**src/rtl/load_store_unit.sv**
```systemverilog
`default_nettype none
// ============================================================================
// Module      : load_store_unit
// Description : RV32I load/store unit. Aligns/replicates stores, extends
//               loads, and drives a req/gnt/rvalid bus with a timeout abort.
// Revision    : 1.0 - initial release
// ============================================================================
module load_store_unit #(
   parameter int TIMEOUT = 255
) (
   input  logic        clk,
   input  logic        reset,
   input  logic        core_valid,
   input  logic        core_we,
   input  logic [2:0]  core_funct3,
   input  logic [31:0] core_addr,
   input  logic [31:0] core_wdata,
   output logic        core_done,
   output logic        core_err,
   output logic [31:0] core_rdata,
   output logic        bus_req,
   output logic        bus_we,
   output logic [31:0] bus_addr,
   output logic [3:0]  bus_be,
   output logic [31:0] bus_wdata,
   input  logic        bus_gnt,
   input  logic        bus_rvalid,
   input  logic [31:0] bus_rdata
);

   localparam int              c_CW  = (TIMEOUT < 2) ? 1 : $clog2(TIMEOUT + 1);
   localparam logic [c_CW-1:0] c_TMO = c_CW'(TIMEOUT);

   typedef enum logic [1:0] {
      S_IDLE = 2'd0,
      S_REQ  = 2'd1,
      S_WAIT = 2'd2,
      S_DONE = 2'd3
   } state_t;

   state_t          r_state;
   logic            r_we;
   logic [2:0]      r_f3;
   logic [1:0]      r_lane;
   logic [c_CW-1:0] r_cnt;
   logic            r_done;
   logic            r_err;
   logic [31:0]     r_rdata;
   logic            r_req;
   logic            r_bus_we;
   logic [31:0]     r_bus_addr;
   logic [3:0]      r_bus_be;
   logic [31:0]     r_bus_wdata;

   logic [1:0]      w_size;
   logic            w_illegal;
   logic            w_misaligned;
   logic [3:0]      w_be;
   logic [31:0]     w_wdata;
   logic [7:0]      w_byte;
   logic [15:0]     w_half;
   logic [31:0]     w_ext;
   logic [c_CW-1:0] w_cnt_nxt;
   logic            w_tmo;

   assign w_size       = core_funct3[1:0];
   assign w_illegal    = core_we ? (core_funct3 > 3'd2)
                                 : (core_funct3 == 3'b011 || core_funct3[2:1] == 2'b11);
   assign w_misaligned = (w_size == 2'b01 && core_addr[0]) ||
                         (w_size == 2'b10 && core_addr[1:0] != 2'b00);

   // Stores replicate data into every lane so the byte enables alone pick the target.
   always_comb begin
      w_be    = 4'b1111;
      w_wdata = '0;
      if (core_we) begin
         w_wdata = core_wdata;
         case (w_size)
            2'b00: begin
               w_be    = 4'b0001 << core_addr[1:0];
               w_wdata = {4{core_wdata[7:0]}};
            end
            2'b01: begin
               w_be    = core_addr[1] ? 4'b1100 : 4'b0011;
               w_wdata = {2{core_wdata[15:0]}};
            end
            default: ;
         endcase
      end
   end

   assign w_byte = bus_rdata[{r_lane, 3'b000} +: 8];
   assign w_half = r_lane[1] ? bus_rdata[31:16] : bus_rdata[15:0];

   always_comb begin
      case (r_f3)
         3'b000:  w_ext = {{24{w_byte[7]}}, w_byte};
         3'b100:  w_ext = {24'h000000, w_byte};
         3'b001:  w_ext = {{16{w_half[15]}}, w_half};
         3'b101:  w_ext = {16'h0000, w_half};
         default: w_ext = bus_rdata;
      endcase
   end

   assign w_cnt_nxt = r_cnt + 1'b1;
   assign w_tmo     = (w_cnt_nxt == c_TMO);

   always_ff @(posedge clk or negedge reset) begin
      if (!reset) begin
         r_state     <= S_IDLE;
         r_we        <= 1'b0;
         r_f3        <= 3'b000;
         r_lane      <= 2'b00;
         r_cnt       <= '0;
         r_done      <= 1'b0;
         r_err       <= 1'b0;
         r_rdata     <= '0;
         r_req       <= 1'b0;
         r_bus_we    <= 1'b0;
         r_bus_addr  <= '0;
         r_bus_be    <= '0;
         r_bus_wdata <= '0;
      end else begin
         r_done <= 1'b0;
         r_err  <= 1'b0;
         case (r_state)
            S_IDLE: begin
               if (core_valid) begin
                  r_we   <= core_we;
                  r_f3   <= core_funct3;
                  r_lane <= core_addr[1:0];
                  if (w_illegal || w_misaligned) begin
                     r_state <= S_DONE;
                     r_done  <= 1'b1;
                     r_err   <= 1'b1;
                  end else begin
                     r_state     <= S_REQ;
                     r_cnt       <= '0;
                     r_req       <= 1'b1;
                     r_bus_we    <= core_we;
                     r_bus_addr  <= {core_addr[31:2], 2'b00};
                     r_bus_be    <= w_be;
                     r_bus_wdata <= w_wdata;
                  end
               end
            end
            S_REQ: begin
               r_cnt <= w_cnt_nxt;
               // A granted store completes even on the last allowed cycle.
               if ((bus_gnt && r_we) || w_tmo || bus_gnt) begin
                  r_req       <= 1'b0;
                  r_bus_we    <= 1'b0;
                  r_bus_be    <= '0;
                  r_bus_wdata <= '0;
               end
               if (bus_gnt && r_we) begin
                  r_state <= S_DONE;
                  r_done  <= 1'b1;
               end else if (w_tmo) begin
                  r_state <= S_DONE;
                  r_done  <= 1'b1;
                  r_err   <= 1'b1;
                  r_rdata <= '0;
               end else if (bus_gnt) begin
                  r_state <= S_WAIT;
               end
            end
            S_WAIT: begin
               r_cnt <= w_cnt_nxt;
               if (bus_rvalid) begin
                  r_state <= S_DONE;
                  r_done  <= 1'b1;
                  r_rdata <= w_ext;
               end else if (w_tmo) begin
                  r_state <= S_DONE;
                  r_done  <= 1'b1;
                  r_err   <= 1'b1;
                  r_rdata <= '0;
               end
            end
            S_DONE: r_state <= S_IDLE;
            default: r_state <= S_IDLE;
         endcase
      end
   end

   assign core_done  = r_done;
   assign core_err   = r_err;
   assign core_rdata = r_rdata;
   assign bus_req    = r_req;
   assign bus_we     = r_bus_we;
   assign bus_addr   = r_bus_addr;
   assign bus_be     = r_bus_be;
   assign bus_wdata  = r_bus_wdata;

endmodule
`default_nettype wire

```
**config.mk**
```make
export PLATFORM = sky130hd
export DESIGN_NAME = load_store_unit
export DESIGN_NICKNAME = d
export VERILOG_FILES = /design/src/rtl/load_store_unit.sv
export SDC_FILE = /design/constraint.sdc
export NUM_CORES = 1
export LEC_CHECK = 0
export ABC_AREA = 1
export BUFFER_PORTS_ARGS = -buffer_cell sky130_fd_sc_hd__buf_4
export CORE_UTILIZATION = 24
export CTS_BUF_LIST = sky130_fd_sc_hd__clkbuf_16
export CTS_CLUSTER_SIZE = 24
export DETAILED_ROUTE_END_ITERATION = 10
export PLACE_DENSITY = 0.45
export SYNTH_ARGS = -nofsm -noshare
export SYNTH_HDL_FRONTEND = slang
export SYNTH_SLANG_ARGS = --single-unit
```
**constraint.sdc**
```tcl
create_clock -name clk -period 3.7 [get_ports clk]
set_clock_uncertainty 0.1 [all_clocks]
set_input_delay 0.37 -clock clk [delete_from_list [all_inputs] [get_ports clk]]
set_output_delay 0.37 -clock clk [all_outputs]
set_load 0.02 [all_outputs]
```
==> impl_metrics.csv, run 1 <==
group,metric,value,unit
status,status,"finished, final reports clean",
placed_design,place_area,7610,sq um
clock_network,insertion_delay,0.41,ns
synth,synth.cells.most_frequent,"274 x nand2_1, 118 x dfrtp_1, 58 x o21ai_0, 39 x inv_1, 32 x a21oi_1",
synth,ys_ff_latch,118,
grt,grt_pass1_wl,29.8,mm
die,placementRows,56,
critical_path,cp.buffers_inverters,2,
critical_path,path_max_fanout,46,
routing,vias,5449,
sta,hold_viol,0,
final_layout,syn2layout_area_growth,43.2,%
routing,wirelength_met1,8.77,mm
power_and_ir_drop,combPwrFrac,0.440,
critical_path,reg2reg_depth,9,
die,die_w,157,um
sta,fin_tns_setup,0,ns
power_and_ir_drop,leakage,4.21,nW
routing,drt_iter0_drc,231,
routing,met3_wirelength,1.60,mm
sta,fin_crit,2.62,ns
synth,synth_top_cell_area_share,0.513,
die,io_pins,209,
power_and_ir_drop,seq_power_share,0.308,
routing,antenna_left,0,
final_layout,num_antenna_cells,0,
synth,yosysSeqAreaShare,0.513,
critical_path,path_class,"reg2reg",
grt,grt_pass1_vias,5391,
hold_path,hp-class,"in2reg",
synth,synth_flop_cell,"dfrtp_1",
clock_network,h-tree-depth,4,
die,dieArea,24600,sq um
grt,grt_overflow,0,
routing,viasPerCell,4.39,
die,die_y,157,um
critical_path,rrSetupSlack,1.08,ns
synth,postSynth.asyncResetShare,1.00,
synth,ys_warn_count,0,
critical_path,cp.depth,9,
clock_network,clkSinkCount,118,
sta,rsz0062_at_grt,"no",
clock_network,clockRootBuffer,"clkbuf_16",
routing,firstDrtPassIters,4,
routing,wl_per_cell,15.3,um
grt,grt_use_total,0.159,
hold_path,worstHoldPathCells,3,
placed_design,hpwlAfterDp,13.7,mm
critical_path,max_stage_delay,0.46,ns
critical_path,crit_path_frequent_cell,"nand2_1",
clock_network,cts_tree,"done",
critical_path,required,3.93,ns
synth,synth.distinct_cells,37,
sta,tightest_slew,0.746,ns
final_layout,layout-drive-gt1-share,0.312,
routing,routed.top_layer,"met4",
critical_path,cp.arrival,2.85,ns
final_layout,finalInstanceArea,8240,sq um
power_and_ir_drop,clkPwrFrac,0.251,
critical_path,start_kind,"register",
grt,grt_max_degree,55,
sta,slew_viol_final,0,
synth,post-synth-top-count-cell,"nand2_1",
die,fp.coreArea,23500,sq um
critical_path,cp_cell_sequence,"inv_1, ha_1, nand2_1, a21oi_2, inv_2, o21ai_2, nand2_4, nand2_1, o21ai_1",
power_and_ir_drop,ir_worst_vdd,0.000330,V
critical_path,cp_slowest_cell,"inv_2",
sta,setup_viol,0,
final_layout,final_nets,1020,
routing,route.met2.wl,8.45,mm
clock_network,clkTransAtPathRegs,0.06,ns
power_and_ir_drop,switchingPower,2.95,mW
power_and_ir_drop,power_density,861,nW/um^2
clock_network,cts_buffers,17,
die,start_util,0.245,
placed_design,port_buffers,206,
critical_path,path_delay_family,"simple AND/OR/NAND/NOR gates",
clock_network,post-cts-setup-buffers,0,
final_layout,fillers,2507,
job,cap_violations,0,
clock_network,cts_buffer_depth,2,
grt,antenna_found_initial,0,
sta,fin_crit_sh,0.708,
synth,synth_area,5760,sq um
placed_design,place.gp.congestion,0.807,
synth,synth.avg_cell_area,8.16,sq um
synth,synth_top_area_cell,"dfrtp_1",
synth,synth-edff-count,0,
routing,drt_wl_total,18.9,mm
sta,slew_headroom,0.501,
synth,synthesis.instances,705,
routing,drc,0,
power_and_ir_drop,p_int,4.15,mW
critical_path,end_kind,"register",
sta,fmax,382,MHz
power_and_ir_drop,switching_share,0.415,
synth,synthTopCellsByArea,"dfrtp_1 51%, nand2_1 18%, o21ai_0 5.0%, o21ai_2 3.2%, a21oi_1 2.8%",
metal layers:
metal  GRT usage  vias up
met1       0.208     2560
met5           0        -
met2       0.243      170
li1            -     2710
met3      0.0606        9
met4      0.0406        0
repair_timing:
action | 4_1_cts | 5_1_grt
hold buffers | 1 | 0
resized for setup | 0 | 0
endpoints found under the hold margin | 52 | 0
endpoints found under the setup margin | 0 | 0
worst reg2reg max path: stages (launching register included):
cell     delay (ns)
dfrtp_1        0.40
inv_1          0.08
ha_1           0.25
nand2_1        0.31
a21oi_2        0.08
inv_2          0.46
o21ai_2        0.20
nand2_4        0.44
nand2_1        0.14
o21ai_1        0.09
flip-flops by register name, summed over array words and instances (netlist names), 2 cells and up:
signal,cells
r_cnt,8
r_lane,2
r_f3,3
core_rdata,32
bus_wdata,32
bus_addr,30
bus_be,4
r_state,2
placed cells by master, fill, tap and decap left out, drive strengths merged, types with 4 or more instances in the layout:
master,count
dfrtp,118
o21bai,8
nand4,6
nand3,12
mux2i,4
o21ai,96
bufinv,4
buf,212
ha,6
o22ai,10
nand2,277
nor2,33
o311ai,5
a21oi,33
or2,14
inv,49
clkbuf,17
area by class of cell:
| class | count | area [sq um] | area share |
|---|---|---|---|
| clock buffers | 17 | 425 | 0.0516 |
| clock inverters | 15 | 199 | 0.0241 |
| inverters | 42 | 158 | 0.0191 |
| multi-input cells | 517 | 2490 | 0.303 |
| flip-flops and latches | 118 | 2950 | 0.358 |
| well taps | 319 | 399 | 0.0484 |
| repair buffers | 213 | 1610 | 0.196 |
final timing paths:
kind / end / start
min in group asynchronous: core_rdata[4] / reset
max in group asynchronous: bus_wdata[7] / reset
worst max-delay path: bus_wdata[0] / r_state[0]
worst max register to register: bus_wdata[0] / r_state[0]
worst min-delay path: bus_addr[11] / core_addr[11]
worst min register to register: bus_addr[2] / bus_addr[2]
stage by stage:
stage	setup WS, ns	util	hold WS, ns	cells	total power [mW]
6_report	1.08	0.351	0.0516	1241	7.10
2_1_floorplan	1.82	-	-0.0256	706	4.06
3_5_place_dp	1.02	0.324	0.360	1208	5.38
5_1_grt	0.709	0.351	0.0384	1241	7.67
3_3_place_gp	1.08	0.324	0.356	1208	5.38
4_1_cts	1.02	0.351	0.0267	1241	7.21
power groups by stage:
stage	logic [mW]	clock network, mW	registers, mW
3_5_place_dp	3.18	0	2.20
6_report	3.13	1.78	2.19
2_1_floorplan	1.34	0	2.73
3_3_place_gp	3.17	0	2.21
5_1_grt	3.50	1.90	2.27
4_1_cts	3.18	1.84	2.19
kinds of logic (layout without fill, tap and decap cells):
| family | Yosys count | count (layout) | share of synthesized area |
|---|---|---|---|
| and+or+nand+nor | 344 | 344 | 0.243 |
| AOI/OAI and AO/OA | 161 | 161 | 0.169 |
| DFF | 118 | 118 | 0.513 |
| buffers and inverters | 71 | 287 | 0.0541 |
| adders and majority gates | 6 | 6 | 0.0130 |
| muxes | 4 | 4 | 0.00696 |
| other | 1 | 2 | 0.000652 |
No activity file was read; power rests on OpenSTA's default activity.
==> run 2, diff against run 1 <==
ABC_AREA = 0   (was 1)
PLACE_DENSITY = 0.44   (was 0.45)
clock period = 2.66 ns   (was 3.7 ns; I/O delays follow)
==> impl_metrics.csv, run 2 <==
group,metric,value,unit
clock_network,clkTransAtPathRegs,0.06,ns
die,placementRows,60,
critical_path,start_kind,"input port",
routing,antenna_left,0,
grt,grt_pass1_vias,6317,
placed_design,place_inst,1212,
critical_path,cp_slowest_cell,"dlygate4sd3_1",
routing,drt_wl_total,22.5,mm
sta,fin_crit_sh,0.903,
synth,synth_top_area_cell,"dfrtp_1",
power_and_ir_drop,ir_worst_vdd,0.000450,V
clock_network,insertion_delay,0.41,ns
critical_path,rrSetupSlack,0.31,ns
routing,vias,6074,
sta,slew_headroom,0.397,
synth,synth_flop_cell,"dfrtp_1",
power_and_ir_drop,power_density,1140,nW/um^2
final_layout,syn2layout_area_growth,44.7,%
critical_path,endpoint,"bus_wdata[16]",
clock_network,ctsResizeCount,0,
die,fp.coreArea,27000,sq um
grt,grt_use_total,0.163,
critical_path,required,2.85,ns
die,dieArea,28100,sq um
sta,setup_viol,0,
job,cap_violations,0,
sta,fin_crit,2.40,ns
sta,slew_viol_final,0,
routing,drc,0,
synth,synthTopCellsByArea,"dfrtp_1 45%, mux2_2 9.1%, o21ai_0 6.6%, o211ai_1 4.7%, nand2_1 4.2%",
synth,yosysSeqAreaShare,0.449,
sta,rsz0062_at_grt,"no",
routing,drt_iter0_drc,363,
critical_path,cp_cell_sequence,"dlygate4sd3_1, buf_4, a221oi_1, o21bai_4, buf_4, a21boi_2, buf_12, a22oi_1, o21ai_0",
final_layout,final_nets,1034,
synth,ys_warn_count,0,
clock_network,cts_tree,"done",
final_layout,layout-drive-gt1-share,0.350,
critical_path,r2r_end,"r_cnt[3]",
clock_network,h-tree-depth,4,
routing,viasPerCell,4.76,
die,start_util,0.244,
routing,wl_per_cell,17.7,um
synth,post-synth-top-count-cell,"dfrtp_1",
sta,tightest_slew,0.903,ns
synth,synth.distinct_cells,60,
synth,postSynth.asyncResetShare,1.00,
critical_path,path_delay_family,"compound AO/OA/AOI/OAI gates",
status,status,"finished, final reports clean",
placed_design,place.gp.congestion,0.782,
final_layout,finalInstanceArea,9520,sq um
synth,ys_ff_latch,118,
die,die_w,168,um
critical_path,cp.depth,9,
final_layout,final_common_cell,"buf_4",
hold_path,hp-class,"in2reg",
die,die_y,168,um
power_and_ir_drop,power,10.9,mW
critical_path,path_class,"in2reg",
grt,grt_max_degree,57,
synth,synth-edff-count,0,
clock_network,hold_buffers,33,
synth,synth_top_cell_area_share,0.449,
sta,hold_viol,0,
placed_design,hpwlAfterDp,15.7,mm
critical_path,path_max_fanout,33,
critical_path,max_stage_delay,0.56,ns
critical_path,cp-startpoint,"core_funct3[2]",
critical_path,reg2reg_depth,7,
critical_path,cp.buffers_inverters,4,
hold_path,worstHoldPathCells,3,
placed_design,port_buffers,206,
sta,fin_tns_setup,0,ns
critical_path,cp.arrival,2.60,ns
critical_path,timing.rr.start,"r_state[0]",
clock_network,clkSinkCount,118,
final_layout,num_antenna_cells,0,
synth,synth.avg_cell_area,9.54,sq um
final_layout,final_cell_mix,"230 x buf_4, 118 x dfrtp_1, 87 x o21ai_0, 73 x nand2_1, 53 x mux2_2",
sta,fmax,416,MHz
power_and_ir_drop,leakage,4.24,nW
critical_path,end_kind,"register",
clock_network,cts_buffers,17,
sta,hold_ws,0.0265,ns
hold_path,min_from,"core_wdata[4]",
placed_design,place_area,8580,sq um
synth,synth_area,6580,sq um
final_layout,fin_cells,1276,
grt,antenna_found_initial,0,
clock_network,clockRootBuffer,"clkbuf_16",
grt,grt_overflow,0,
clock_network,post-cts-setup-buffers,0,
critical_path,crit_path_frequent_cell,"buf_4",
die,io_pins,209,
grt,grt_pass1_wl,35.8,mm
synth,synthesis.instances,689,
synth,synth.cells.most_frequent,"118 x dfrtp_1, 87 x o21ai_0, 73 x nand2_1, 53 x mux2_2, 45 x inv_1",
routing,firstDrtPassIters,4,
clock_network,cts_buffer_depth,2,
run 2: cell count changes after synthesis, moves of 18 or more:
cell / delta
o211ai_1: +39
a21oi_1: -18
o21ai_0: +29
o21ai_2: -19
nand2_1: -201
mux2_2: +53
a22oi_1: +32
run 2: final cells by class:
type,instances,area [sq um]
fill,2749,17400
multi-input combinational,474,3220
sequential,118,2950
timing repair buffer,267,2140
tap,341,427
clock buffer,17,425
clock inverter,14,185
inverter,45,169
run 2: power by group:
| part | leakage [nW] | internal (mW) | switching [mW] |
|---|---|---|---|
| sequential | 1.40 | 2.58 | 0.658 |
| combinational | 2.55 | 2.30 | 2.92 |
| clock | 0.290 | 1.55 | 0.892 |
| total | 4.24 | 6.43 | 4.47 |
run 2: kinds of logic (layout without fill, tap and decap cells):
family / count (synthesis) / in the layout / synth area share
xor+xnor: 1 / 1 / 0.00133
buf+inv: 98 / 343 / 0.0639
compound gates: 237 / 237 / 0.238
simple gates: 157 / 157 / 0.116
other cells: 1 / 2 / 0.000570
mux: 71 / 71 / 0.120
flops: 118 / 118 / 0.449
fa+ha+maj: 6 / 6 / 0.0114
run 2: metrics by stage:
stage                     setup slack, ns   util
after CTS                           0.287  0.353
after detailed placement            0.336  0.318
after floorplan                     0.514      -
after global placement              0.314  0.318
after global routing                0.100  0.353
final                               0.257  0.353
run 2: how the worst min path moves through the flow:
stage                   end
6_report       bus_wdata[4]
5_1_grt        bus_wdata[0]
4_1_cts        bus_wdata[4]
3_5_place_dp   bus_addr[26]
3_3_place_gp    bus_addr[2]
2_1_floorplan  bus_addr[10]
run 2: worst register-to-register path: stages, from the launching register on:
cell and delay (ns):
dfrtp_1 0.43, inv_1 0.11, ha_1 0.23, nand2_2 0.08
o21bai_4 0.14, a21boi_1 0.76, o21ai_0 0.17, a22o_1 0.21
run 2: per-layer routing:
layer	track usage	wire, um	vias up
li1	-	-	2937
met2	0.248	9930	190
met5	0	0	-
met3	0.0612	1830	22
met4	0.0387	269	0
met1	0.216	10500	2925
==> run 3, diff against run 2 <==
ABC_AREA = 1   (was 0)
PLACE_DENSITY = 0.45   (was 0.44)
==> impl_metrics.csv, run 3 (synthesis results as in run 1) <==
group,metric,value,unit
grt,grt_use_total,0.161,
critical_path,endpoint,"bus_wdata[9]",
sta,setup_viol,0,
critical_path,required,2.89,ns
sta,hold_viol,0,
critical_path,start_kind,"register",
critical_path,timing.rr.start,"r_cnt[1]",
grt,use_met1,0.210,
final_layout,final_nets,1056,
die,dieArea,24600,sq um
critical_path,path_class,"reg2reg",
critical_path,r2r_end,"bus_wdata[9]",
routing,drt_iter0_drc,192,
hold_path,hp-class,"in2reg",
hold_path,min_from,"bus_rdata[15]",
routing,firstDrtPassIters,4,
job,cap_violations,0,
placed_design,port_buffers,206,
critical_path,cp.arrival,2.47,ns
clock_network,h-tree-depth,4,
final_layout,num_antenna_cells,0,
sta,slew_viol_final,0,
die,start_util,0.245,
sta,fin_crit_sh,0.844,
final_layout,syn2layout_area_growth,48.7,%
placed_design,place.gp.congestion,0.818,
critical_path,reg2reg_depth,9,
grt,busiest_layer,"met2",
critical_path,path_max_fanout,25,
final_layout,finalInstanceArea,8560,sq um
clock_network,clkTransAtPathRegs,0.06,ns
grt,grtUsageMet2,0.252,
placed_design,hpwlAfterDp,13.7,mm
critical_path,end_kind,"register",
die,die_w,157,um
sta,fin_tns_setup,0,ns
grt,grt_pass1_wl,30.2,mm
grt,antenna_found_initial,0,
sta,fin_crit,2.24,ns
grt,grt_overflow,0,
clock_network,clockRootBuffer,"clkbuf_16",
final_layout,layout-drive-gt1-share,0.310,
routing,drt_wl_total,19.1,mm
clock_network,cts_tree,"done",
final_layout,final_cell_mix,"274 x nand2_1, 217 x buf_4, 118 x dfrtp_1, 58 x o21ai_0, 39 x inv_1",
sta,rsz0062_at_grt,"no",
placed_design,place_area,7650,sq um
critical_path,cp-startpoint,"r_cnt[1]",
die,placementRows,56,
clock_network,insertion_delay,0.41,ns
power_and_ir_drop,power_density,1150,nW/um^2
routing,antenna_left,0,
routing,vias,5563,
clock_network,clkSinkCount,118,
grt,grt_max_degree,47,
final_layout,regArea,2950,sq um
routing,drc,0,
grt,grt_use_met3,0.0521,
grt,grt_pass1_vias,5611,
final_layout,fillers,2500,
routing,viasPerCell,4.36,
final_layout,multi_input_area,2490,sq um
die,fp.coreArea,23500,sq um
die,die_y,157,um
die,io_pins,209,
routing,wl_per_cell,14.9,um
status,status,"finished, final reports clean",
sta,fmax,446,MHz
clock_network,cts_buffer_depth,2,
power_and_ir_drop,ir_worst_vdd,0.000402,V
final_layout,final_common_cell,"nand2_1",
critical_path,rrSetupSlack,0.42,ns
sta,tightest_slew,0.738,ns
clock_network,cts_buffers,17,
power_and_ir_drop,leakage,4.35,nW
sta,slew_headroom,0.508,
clock_network,post-cts-setup-buffers,0,
==> run 3: cell count changes in the layout (fill, tap and decap cells not counted), sizes merged, moves of 17 or more <==
cell and change:
nand2 +203, a22oi -32, mux2 -53, nor2 +17, a21oi +19, o211ai -39
==> run 3: timing repair <==
item	CTS	global route
hold buffers	31	0
gates resized for setup	0	0
hold endpoints to repair	64	0
==> run 3: area by class of cell <==
cell class / instances / area share
Sequential cell: 118 / 0.345
Multi-Input combinational cell: 517 / 0.292
Timing Repair Buffer: 249 / 0.229
Clock buffer: 17 / 0.0497
Tap cell: 319 / 0.0467
Clock inverter: 15 / 0.0195
Inverter: 42 / 0.0184
==> run 3: worst min path at each step <==
| stage | endpoint | slack [ns] | depth (start not counted) |
|---|---|---|---|
| finish | core_rdata[15] | 0.02 | 3 |
| global route | bus_wdata[4] | 0.02 | 3 |
| CTS | core_rdata[15] | 0.006 | 3 |
| detailed placement | core_rdata[3] | 0.20 | 1 |
| global placement | core_rdata[3] | 0.20 | 1 |
| floorplan | bus_addr[10] | -0.13 | 0 |
==> run 3: worst max-delay path, cell delays in order (launching register included) <==
cell and delay, ns:
dfrtp_1 0.42, ha_1 0.27, nand3_1 0.12, o21ai_1 0.17, nand2_1 0.07, nor2_1 0.16, nand2_2 0.13, nand2_4 0.11
nand3_4 0.34, o21ai_1 0.26
==> run 3: per-stage QoR <==
stage	total power [mW]	hold WS, ns	cells	utilization	worst slack (ns)
after floorplan	5.65	-0.130	706	-	0.776
after global placement	7.52	0.200	1214	0.326	0.430
after detailed placement	7.51	0.197	1214	0.326	0.383
after CTS	9.94	0.00649	1277	0.364	0.375
after global routing	10.6	0.0227	1277	0.364	0.171
final	9.80	0.0245	1277	0.364	0.416
==> run 3: per-layer routing <==
metal  part of all wire  vias up
met2               0.46      164
li1                   -     2782
met3              0.075        8
met1               0.46     2609
met5                  0        -
met4             0.0065        0
==> run 3: report_power, final <==
group / leakage, nW / total (mW) / switching [mW] / internal, mW
Clock: 0.287 / 2.34 / 0.934 / 1.40
Combinational: 2.54 / 4.42 / 2.71 / 1.70
Sequential: 1.52 / 3.05 / 0.500 / 2.55
